--- config.mk ---
export PLATFORM = sky130hd
export DESIGN_NAME = pmem_boot_controller
export DESIGN_NICKNAME = d
export VERILOG_FILES = /design/src/rtl/pmem_boot_controller_pkg.sv /design/src/rtl/pmem_boot_controller_byte_word_assembler.sv /design/src/rtl/pmem_boot_controller.sv
export SDC_FILE = /design/constraint.sdc
export NUM_CORES = 1
export LEC_CHECK = 0
export BUFFER_PORTS_ARGS = -buffer_cell sky130_fd_sc_hd__buf_2
export CORE_ASPECT_RATIO = 1.5
export CORE_MARGIN = 3
export CORE_UTILIZATION = 31
export DETAILED_ROUTE_END_ITERATION = 7
export SKIP_LAST_GASP = 1
export SLEW_MARGIN = 10
export SYNTH_ARGS = -nofsm -noshare
export SYNTH_HDL_FRONTEND = slang
export SYNTH_HIERARCHICAL = 1
export SYNTH_SLANG_ARGS = --single-unit
--- constraint.sdc ---
create_clock -name clk -period 7.2 [get_ports clk]
set_input_delay 0.36 -clock clk [delete_from_list [all_inputs] [get_ports clk]]
set_output_delay 0.36 -clock clk [all_outputs]
set_load 0.05 [all_outputs]
--- src/rtl/pmem_boot_controller_pkg.sv ---
// Shared types for the program-memory boot controller: FSM states, byte width
// and the default instruction word type.
package pmem_boot_controller_pkg;

  localparam int BYTE_WIDTH = 8;
  localparam int WORD_WIDTH = 32;

  typedef logic [WORD_WIDTH-1:0] word_t;

  typedef enum logic [1:0] {
    IDLE,
    RECV,
    WRITE,
    DONE
  } boot_state_t;

endpackage

--- src/rtl/pmem_boot_controller_byte_word_assembler.sv ---
// Packs a byte stream into little-endian words; lane 0 lands in bits 7:0.
// word_ready flags the byte that completes a word.
module byte_word_assembler
  import pmem_boot_controller_pkg::*;
#(
  parameter int DATA_WIDTH = 32
) (
  input  logic                  clk,
  input  logic                  rst,
  input  logic                  clear,
  input  logic                  byte_en,
  input  logic [BYTE_WIDTH-1:0] byte_data,
  output logic                  word_ready,
  output logic [DATA_WIDTH-1:0] word
);

  localparam int LANES = DATA_WIDTH / BYTE_WIDTH;
  localparam int IDX_W = (LANES > 1) ? $clog2(LANES) : 1;
  localparam logic [IDX_W-1:0] LAST_LANE = IDX_W'(LANES - 1);

  logic [IDX_W-1:0] byte_idx;

  // clear wins over a simultaneous byte so an aborted word never completes
  assign word_ready = byte_en && !clear && (byte_idx == LAST_LANE);

  always_ff @(posedge clk or posedge rst) begin
    if (rst) begin
      byte_idx <= '0;
      word     <= '0;
    end else if (clear) begin
      byte_idx <= '0;
      word     <= '0;
    end else if (byte_en) begin
      for (int i = 0; i < LANES; i++) begin
        if (byte_idx == IDX_W'(i)) word[i*BYTE_WIDTH +: BYTE_WIDTH] <= byte_data;
      end
      byte_idx <= word_ready ? '0 : byte_idx + 1'b1;
    end
  end

endmodule

--- src/rtl/pmem_boot_controller.sv ---
// Arbitrates the single program-memory port between combinational instruction
// fetch and a byte-stream boot loader that writes consecutive words.
module pmem_boot_controller
  import pmem_boot_controller_pkg::*;
#(
  parameter int ADDRESS_WIDTH = 6,
  parameter int DATA_WIDTH    = 32
) (
  input  logic                     clk,
  input  logic                     rst,
  input  logic                     boot_start,
  input  logic [ADDRESS_WIDTH-1:0] boot_base,
  input  logic [ADDRESS_WIDTH:0]   boot_words,
  input  logic                     boot_abort,
  input  logic                     byte_valid,
  input  logic [BYTE_WIDTH-1:0]    byte_data,
  output logic                     byte_ready,
  input  logic [ADDRESS_WIDTH-1:0] fetch_addr,
  output logic [DATA_WIDTH-1:0]    fetch_data,
  output logic                     fetch_valid,
  output logic                     cpu_stall,
  output logic                     load_done,
  output logic                     load_busy,
  output logic                     mem_write_en,
  output logic [DATA_WIDTH-1:0]    mem_write_data,
  output logic [ADDRESS_WIDTH-1:0] mem_address,
  input  logic [DATA_WIDTH-1:0]    mem_read_data
);

  localparam int MEMORY_DEPTH = 1 << ADDRESS_WIDTH;
  localparam logic [ADDRESS_WIDTH:0] DEPTH_CNT = (ADDRESS_WIDTH+1)'(MEMORY_DEPTH);

  boot_state_t              state, state_next;
  logic [ADDRESS_WIDTH-1:0] wr_ptr;
  logic [ADDRESS_WIDTH:0]   words_left;
  logic                     start_go;
  logic                     abort_act;
  logic                     word_ready;
  logic [DATA_WIDTH-1:0]    asm_word;

  byte_word_assembler #(
    .DATA_WIDTH(DATA_WIDTH)
  ) u_asm (
    .clk       (clk),
    .rst       (rst),
    .clear     (start_go || abort_act),
    .byte_en   (byte_ready && byte_valid),
    .byte_data (byte_data),
    .word_ready(word_ready),
    .word      (asm_word)
  );

  always_ff @(posedge clk or posedge rst) begin
    if (rst) begin
      state      <= IDLE;
      wr_ptr     <= '0;
      words_left <= '0;
    end else begin
      state <= state_next;
      if (start_go) begin
        wr_ptr     <= boot_base;
        words_left <= (boot_words > DEPTH_CNT) ? DEPTH_CNT : boot_words;
      end else if (mem_write_en) begin
        wr_ptr     <= wr_ptr + 1'b1;
        words_left <= words_left - 1'b1;
      end
    end
  end

  always_comb begin
    state_next   = state;
    byte_ready   = 1'b0;
    mem_write_en = 1'b0;
    load_done    = 1'b0;
    load_busy    = 1'b1;
    cpu_stall    = 1'b1;
    fetch_valid  = 1'b0;
    mem_address  = wr_ptr;
    start_go     = 1'b0;
    abort_act    = 1'b0;
    case (state)
      IDLE: begin
        load_busy   = 1'b0;
        cpu_stall   = 1'b0;
        fetch_valid = 1'b1;
        mem_address = fetch_addr;
        if (boot_start && (boot_words != '0)) begin
          start_go   = 1'b1;
          state_next = RECV;
        end
      end
      RECV: begin
        byte_ready = 1'b1;
        if (boot_abort) begin
          abort_act  = 1'b1;
          state_next = IDLE;
        end else if (word_ready) begin
          state_next = WRITE;
        end
      end
      WRITE: begin
        if (boot_abort) begin
          abort_act  = 1'b1;
          state_next = IDLE;
        end else begin
          mem_write_en = 1'b1;
          state_next   = (words_left == 1) ? DONE : RECV;
        end
      end
      DONE: begin
        load_done  = 1'b1;
        state_next = IDLE;
      end
      default: state_next = IDLE;
    endcase
  end

  assign fetch_data     = fetch_valid ? mem_read_data : '0;
  assign mem_write_data = asm_word;

endmodule
==> results of run 1 <==
[layer usage]
layer  part of all wire [%]  up-vias  wire length (um)
met2                     51      101              3850
met3                    9.4        2               710
met5                      0        -                 0
li1                       -     1165                 -
met1                     39     1095              2950
met4                   0.31        0                23
[power groups by stage]
stage	clock, mW	combinational (mW)	sequential [mW]
6_report	0.241	1.08	0.406
5_1_grt	0.257	1.16	0.419
4_1_cts	0.248	1.10	0.407
3_5_place_dp	0	1.10	0.411
3_3_place_gp	0	1.08	0.410
2_1_floorplan	0	0.790	0.505
[metrics by stage]
stage                     power, mW  utilization [%]  instance area, um^2  setup slack [ps]  cells
after floorplan                1.30                -                 2940              4480    275
after global placement         1.49             40.6                 3670              3210    510
after detailed placement       1.51             40.6                 3670              3010    510
after CTS                      1.75             42.3                 3820              3030    518
after global routing           1.83             42.3                 3820              2530    518
final                          1.73             42.3                 3820              3170    518
[path summary, 6_finish.rpt]
kind | from | end | slack (ps) | cells past startpoint
worst max-delay path | state[0]$_DFFE_PP0P_ | state[1]$_DFFE_PP0P_ | 3170 | 9
worst min-delay path | rst | words_left[5]$_DFFE_PP0P_ | 150 | 2
worst max register to register | state[0]$_DFFE_PP0P_ | state[1]$_DFFE_PP0P_ | 3170 | 9
worst min register to register | u_asm/word[2]$_DFFE_PP0P_ | u_asm/word[2]$_DFFE_PP0P_ | 540 | 2
max in group asynchronous | rst | wr_ptr[0]$_DFFE_PP0P_ | 6660 | 2
min in group clk | boot_base[4] | wr_ptr[4]$_DFFE_PP0P_ | 280 | 3
[cell type report]
cell class	instances	area, um^2	share of cell area [%]
Clock buffer	5	125	3.27
Timing Repair Buffer	141	711	18.6
Tap cell	110	138	3.60
Clock inverter	3	25.0	0.655
Multi-Input combinational cell	201	1560	40.9
Inverter	9	33.8	0.884
Sequential cell	49	1230	32.1
[flip-flops by register name (all words and copies together) (netlist names)]
signal and count:
u_asm/word 32, words_left 7, wr_ptr 6, state 2, u_asm/byte_idx 2
[cell families after synthesis]
kind of cell	after synthesis
adder cells (fa/ha/maj)	12
AO/OA/AOI/OAI	19
buffers and inverters	25
XOR/XNOR	12
flip-flops	49
multiplexers	42
AND/OR/NAND/NOR	116
[cells in the final DEF, fill, tap and decap left out, types with 2 or more instances in the layout]
master     netlist  routed
and2_1          33      33
and2_4           2       2
buf_2            2     139
buf_4            2       2
clkbuf_16        0       5
dfrtp_1         49      49
ha_1            12      12
inv_1            9       9
inv_6            0       2
mux2_2           6       6
mux2i_1         35      35
nand2_1         12      12
nand2_2          3       3
nand2b_1        41      41
nand3_1          2       2
nand3b_1         6       6
nand4_1          3       3
nand4b_1         2       2
nor2_1           6       6
o21ai_0          2       2
o21ai_2         12      12
xnor2_1          4       4
xor2_1           8       8
==> out/metrics.cfg, run 1 <==
[grt]
use_met1_pct=15.8
met3_usage_pct=4.15
grt_util_met2_pct=25.1
grt_max_degree=44
grt-ovfl-total=0
grt_usage_pct=13.8
grt_pass1_wl_um=12000
grt_pass1_vias=2422
grt_antenna_before_repair=0
top_usage_layer=met2

[pwr]
sequentialPowerShare_pct=23.5
leakage_nw=2.11
powerDensity_nw_per_um2=452
peakVddDrop_v=0.000280
p_int_uw=793
sw_frac_of_total_pct=54.1
power.switching_uw=933
pwr-share-clk_pct=14.0
p_comb_share_pct=62.5

[setup_path]
crit_required_ps=7370
critPathKind=register to register
cp-start-kind=register
cp_top_family=compound AO/OA/AOI/OAI gates
slowest_delay_ps=900
path_buf_inv=1
critPathArrivalTime_ps=4200
crit_chain=inv_1 -> ha_1 -> nand2_1 -> a21oi_4 -> a21o_1 -> nor2_1 -> o22ai_1 -> a31o_2 -> mux2_4
crit_path_top_delay_cell=ha_1
cp-end-kind=register
cp_max_fo=43

[sta]
relSlewSlack_pct=27.6
rsz0062_at_grt=false
period_share_pct=55.9
fin_crit_ps=4030
whs_ps=147
finalMaxSlewViolations=0
timing.fmax_ghz=0.248
tightestPinTransition_ps=1090
tns_ps=0
finalHoldViolCount=0
setup_viol=0
clock_skew_ps=3.21

[detailed_routing]
first_pass_iters=4
vias=2363
vias_per_cell=4.56
drcViolationCount=0
routed_wl_um=7530
drtAntennaViolNets=0
wl_per_cell_um=14.5
drt_iter0_markers=29

[synthesis]
synth_top_area_cell=dfrtp_1
synth_ff_type=dfrtp_1
syn_area_um2=2940
synthMuxAreaShare_pct=14.7
syn_nets=351
yosysWarnings=6
synth_area_leaders=dfrtp_1, mux2i_1, nand2b_1
ys_ff_latch=49
synth_most_common_cell=dfrtp_1
synth_top_family_by_area=simple AND/OR/NAND/NOR gates
synth_edf_count=0
synth-async-reset-ratio_pct=100
synth-simple-area-share_pct=24.4
synth_top_area_share_pct=41.7
ys_top_cells_by_count=dfrtp_1, nand2b_1, mux2i_1, and2_1
synth_compound_area_share_pct=5.41
yosysSeqAreaShare_pct=41.7
synthCells=275
synth_xor_area_share_pct=3.58
synthDistinctLibCells=35
syn_area_per_cell_um2=10.7
synth_fa_ha_area_share_pct=5.11

[floorplanning]
fp.dieH_um=125
start_util_pct=32.5
num_rows=42
boundaryPins=140
die_w_um=85.5
die-area_um2=10700
coreArea_um2=9040

[clock_tree]
cts_buffers=5
post_cts_buffers=0
cts_buffer_depth=2
cts.repair.resized=0
cts.sinks=49
cts_root_buf=clkbuf_16
holdBufCountCts=0
cts_tree=yes
clkLatencyLatePin_ps=290
htree_levels=2
path_clk_slew_ps=70

[run_status]
status=completed

[job]
maxCapViolations=0

[final_layout]
antennaDiodeCount=0
num-fill-cells=925
drive_gt1_share_pct=43.4
fin_nets=483
syn_to_final_growth_pct=30.1

[placement]
gp_congestion=0.796
port_buffers=139
hpwl_um=5890

[worst_hold_path]
hold_class=input port to asynchronous set/reset pin

(Power assumes the default switching activity.)
==> run 2: changes to the inputs <==
clock period = 3.5 ns   (was 7.2 ns; I/O delays follow)
==> out/metrics.cfg, run 2 (synthesized netlist as in run 1, its figures left out) <==
[setup_path]
cp-start-kind=register
crit_chain=inv_1 -> ha_1 -> buf_4 -> nand2_1 -> a21oi_4 -> a21o_1 -> buf_4 -> nor2_1 -> o22ai_1 -> a31o_2 -> mux2_4
crit_required_ps=3670  ; -3700 ps
critPathArrivalTime_ps=2650  ; -1550 ps
r2r_setup_slack_ps=1020  ; -2150 ps
reg2reg_to=state[1]$_DFFE_PP0P_
cp-end-kind=register
crit_top_cell=buf_4
crit_path_top_delay_cell=dfrtp_1
cp_max_fo=43  ; unchanged
critPathKind=register to register
slowest_delay_ps=400  ; -500 ps
reg2reg_depth=11  ; +2
rr_startpoint=state[0]$_DFFE_PP0P_

[sta]
relSlewSlack_pct=59.5  ; +32 points
setup_viol=0  ; unchanged
finalHoldViolCount=0  ; unchanged
fin_crit_ps=2480  ; -1550 ps
period_share_pct=70.8  ; +15 points
timing.fmax_ghz=0.404  ; +63%
clock_skew_ps=7.88  ; +4.67 ps
rsz0062_at_grt=false
tightestPinTransition_ps=607  ; -480 ps
tns_ps=0  ; unchanged
finalMaxSlewViolations=0  ; unchanged

[detailed_routing]
wl_per_cell_um=14.6  ; +0.60%
wl_met1_um=2770  ; -6.2%
drtAntennaViolNets=0  ; unchanged
dr.max_layer_used=met4
vias=2389  ; +1.1%
drcViolationCount=0  ; unchanged
routed_wl_um=7640  ; +1.4%
first_pass_iters=4  ; unchanged
drt_iter0_markers=65  ; +120%
wl_met2_um=3980  ; +3.3%
vias_per_cell=4.58  ; +0.33%
dr_wl_met3_um=774  ; +9.0%

[job]
maxCapViolations=0  ; unchanged

[clock_tree]
htree_levels=2  ; unchanged
cts_buffers=5  ; unchanged
cts.sinks=49  ; unchanged
cts_buffer_depth=2  ; unchanged
cts_root_buf=clkbuf_16
path_clk_slew_ps=60  ; about the same
post_cts_buffers=0  ; unchanged
clkLatencyLatePin_ps=290  ; about the same
cts_tree=yes
cts.repair.resized=0  ; unchanged

[final_layout]
register_area_um2=1230  ; unchanged
drive_gt1_share_pct=43.7  ; +0.31 points
largest_register_ffs=32  ; unchanged
num-fill-cells=899  ; -2.8%
mostFrequentLayoutCells=buf_2, dfrtp_1, nand2b_1
design_area_um2=3880  ; +1.4%
top_regs=u_asm/word: 32 flops, words_left: 7 flops, wr_ptr: 6 flops
final_common_cell=buf_2
fin_nets=487  ; +0.83%
syn_to_final_growth_pct=31.9
multiInputGateArea_um2=1560  ; unchanged
antennaDiodeCount=0  ; unchanged
largest_register=u_asm/word

[pwr]
power.switching_mw=1.92  ; +110%
p_int_mw=1.72  ; +120%
peakVddDrop_v=0.000698  ; +150%
p_comb_share_pct=61.6  ; -0.9 points
sequentialPowerShare_pct=22.9  ; -0.6 points
leakage_nw=2.14  ; +1.6%
powerDensity_nw_per_um2=939  ; +110%
finalPower_mw=3.64  ; +110%
pwr-share-clk_pct=15.4  ; +1.4 points
sw_frac_of_total_pct=52.8  ; -1.2 points

[floorplanning]
start_util_pct=32.5  ; unchanged
num_rows=42  ; unchanged
die-area_um2=10700  ; unchanged
die_w_um=85.5  ; unchanged
fp.dieH_um=125  ; unchanged
coreArea_um2=9040  ; unchanged
boundaryPins=140  ; unchanged

[worst_hold_path]
hold-path-cell-count=3
hold_class=input port to register
min_to=wr_ptr[3]$_DFFE_PP0P_
min-delay-start=boot_base[3]

[placement]
placed_area_um2=3690  ; +0.61%
port_buffers=139  ; unchanged
hpwl_um=6060  ; +3.0%
gp_congestion=0.769  ; -3.3%

[grt]
grt-ovfl-total=0  ; unchanged
grt_max_degree=44  ; unchanged
grt_pass1_wl_um=12200  ; +1.4%
grt_antenna_before_repair=0  ; unchanged
grt_usage_pct=14.2  ; +0.32 points
grt_pass1_vias=2505  ; +3.4%

[run_status]
status=completed

-- run 2: power by group through the flow --
stage / clock network (mW) / registers (mW) / logic (mW)
2_1_floorplan: 0 / 1.04 / 1.63
3_3_place_gp: 0 / 0.843 / 2.24
3_5_place_dp: 0 / 0.844 / 2.27
4_1_cts: 0.578 / 0.837 / 2.28
5_1_grt: 0.605 / 0.859 / 2.39
6_report: 0.562 / 0.834 / 2.24
-- run 2: per-layer routing --
layer,up-vias,track usage [%]
met4,0,3.91
met3,10,4.81
li1,1175,-
met1,1098,14.7
met5,-,0
met2,106,26.5
-- run 2: area by class of cell --
cell class	instances	area share, %
repair buffers	145	19.2
well taps	110	3.55
clock inverters	3	1.23
multi-input cells	201	40.3
inverters	9	0.871
clock buffers	5	3.23
flip-flops and latches	49	31.6
-- run 2: how the worst max path moves through the flow --
stage | start | endpoint | slack [ps] | cells after the start
after floorplan | state[0]$_DFFE_PP0P_ | state[1]$_DFFE_PP0P_ | 780 | 11
after global placement | state[0]$_DFFE_PP0P_ | state[1]$_DFFE_PP0P_ | 1090 | 11
after detailed placement | state[0]$_DFFE_PP0P_ | state[1]$_DFFE_PP0P_ | 990 | 11
after CTS | state[0]$_DFFE_PP0P_ | state[1]$_DFFE_PP0P_ | 970 | 11
after global routing | state[0]$_DFFE_PP0P_ | state[1]$_DFFE_PP0P_ | 770 | 11
final | state[0]$_DFFE_PP0P_ | state[1]$_DFFE_PP0P_ | 1020 | 11
-- run 2: timing repair --
item,4_1_cts,5_1_grt
hold buffers,1,0
endpoints found under the setup margin,0,0
hold endpoints to repair,29,0
-- run 2: metrics by stage --
stage	setup WS (ps)	cells	utilization, %	hold slack (ps)
after CTS	971	522	42.9	90.3
after global placement	1090	513	40.9	291
after global routing	770	522	42.9	96.6
final	1020	522	42.9	89.5
after floorplan	781	275	-	76.5
after detailed placement	986	513	40.9	304
-- run 2: worst max-delay path, delay by kind of cell (launching register included) --
family          cells  cell delay [ps]
fa+ha+maj           1              160
simple gates        2              230
flops               1              400
buf+inv             3              730
compound gates      4              510
mux                 1              300
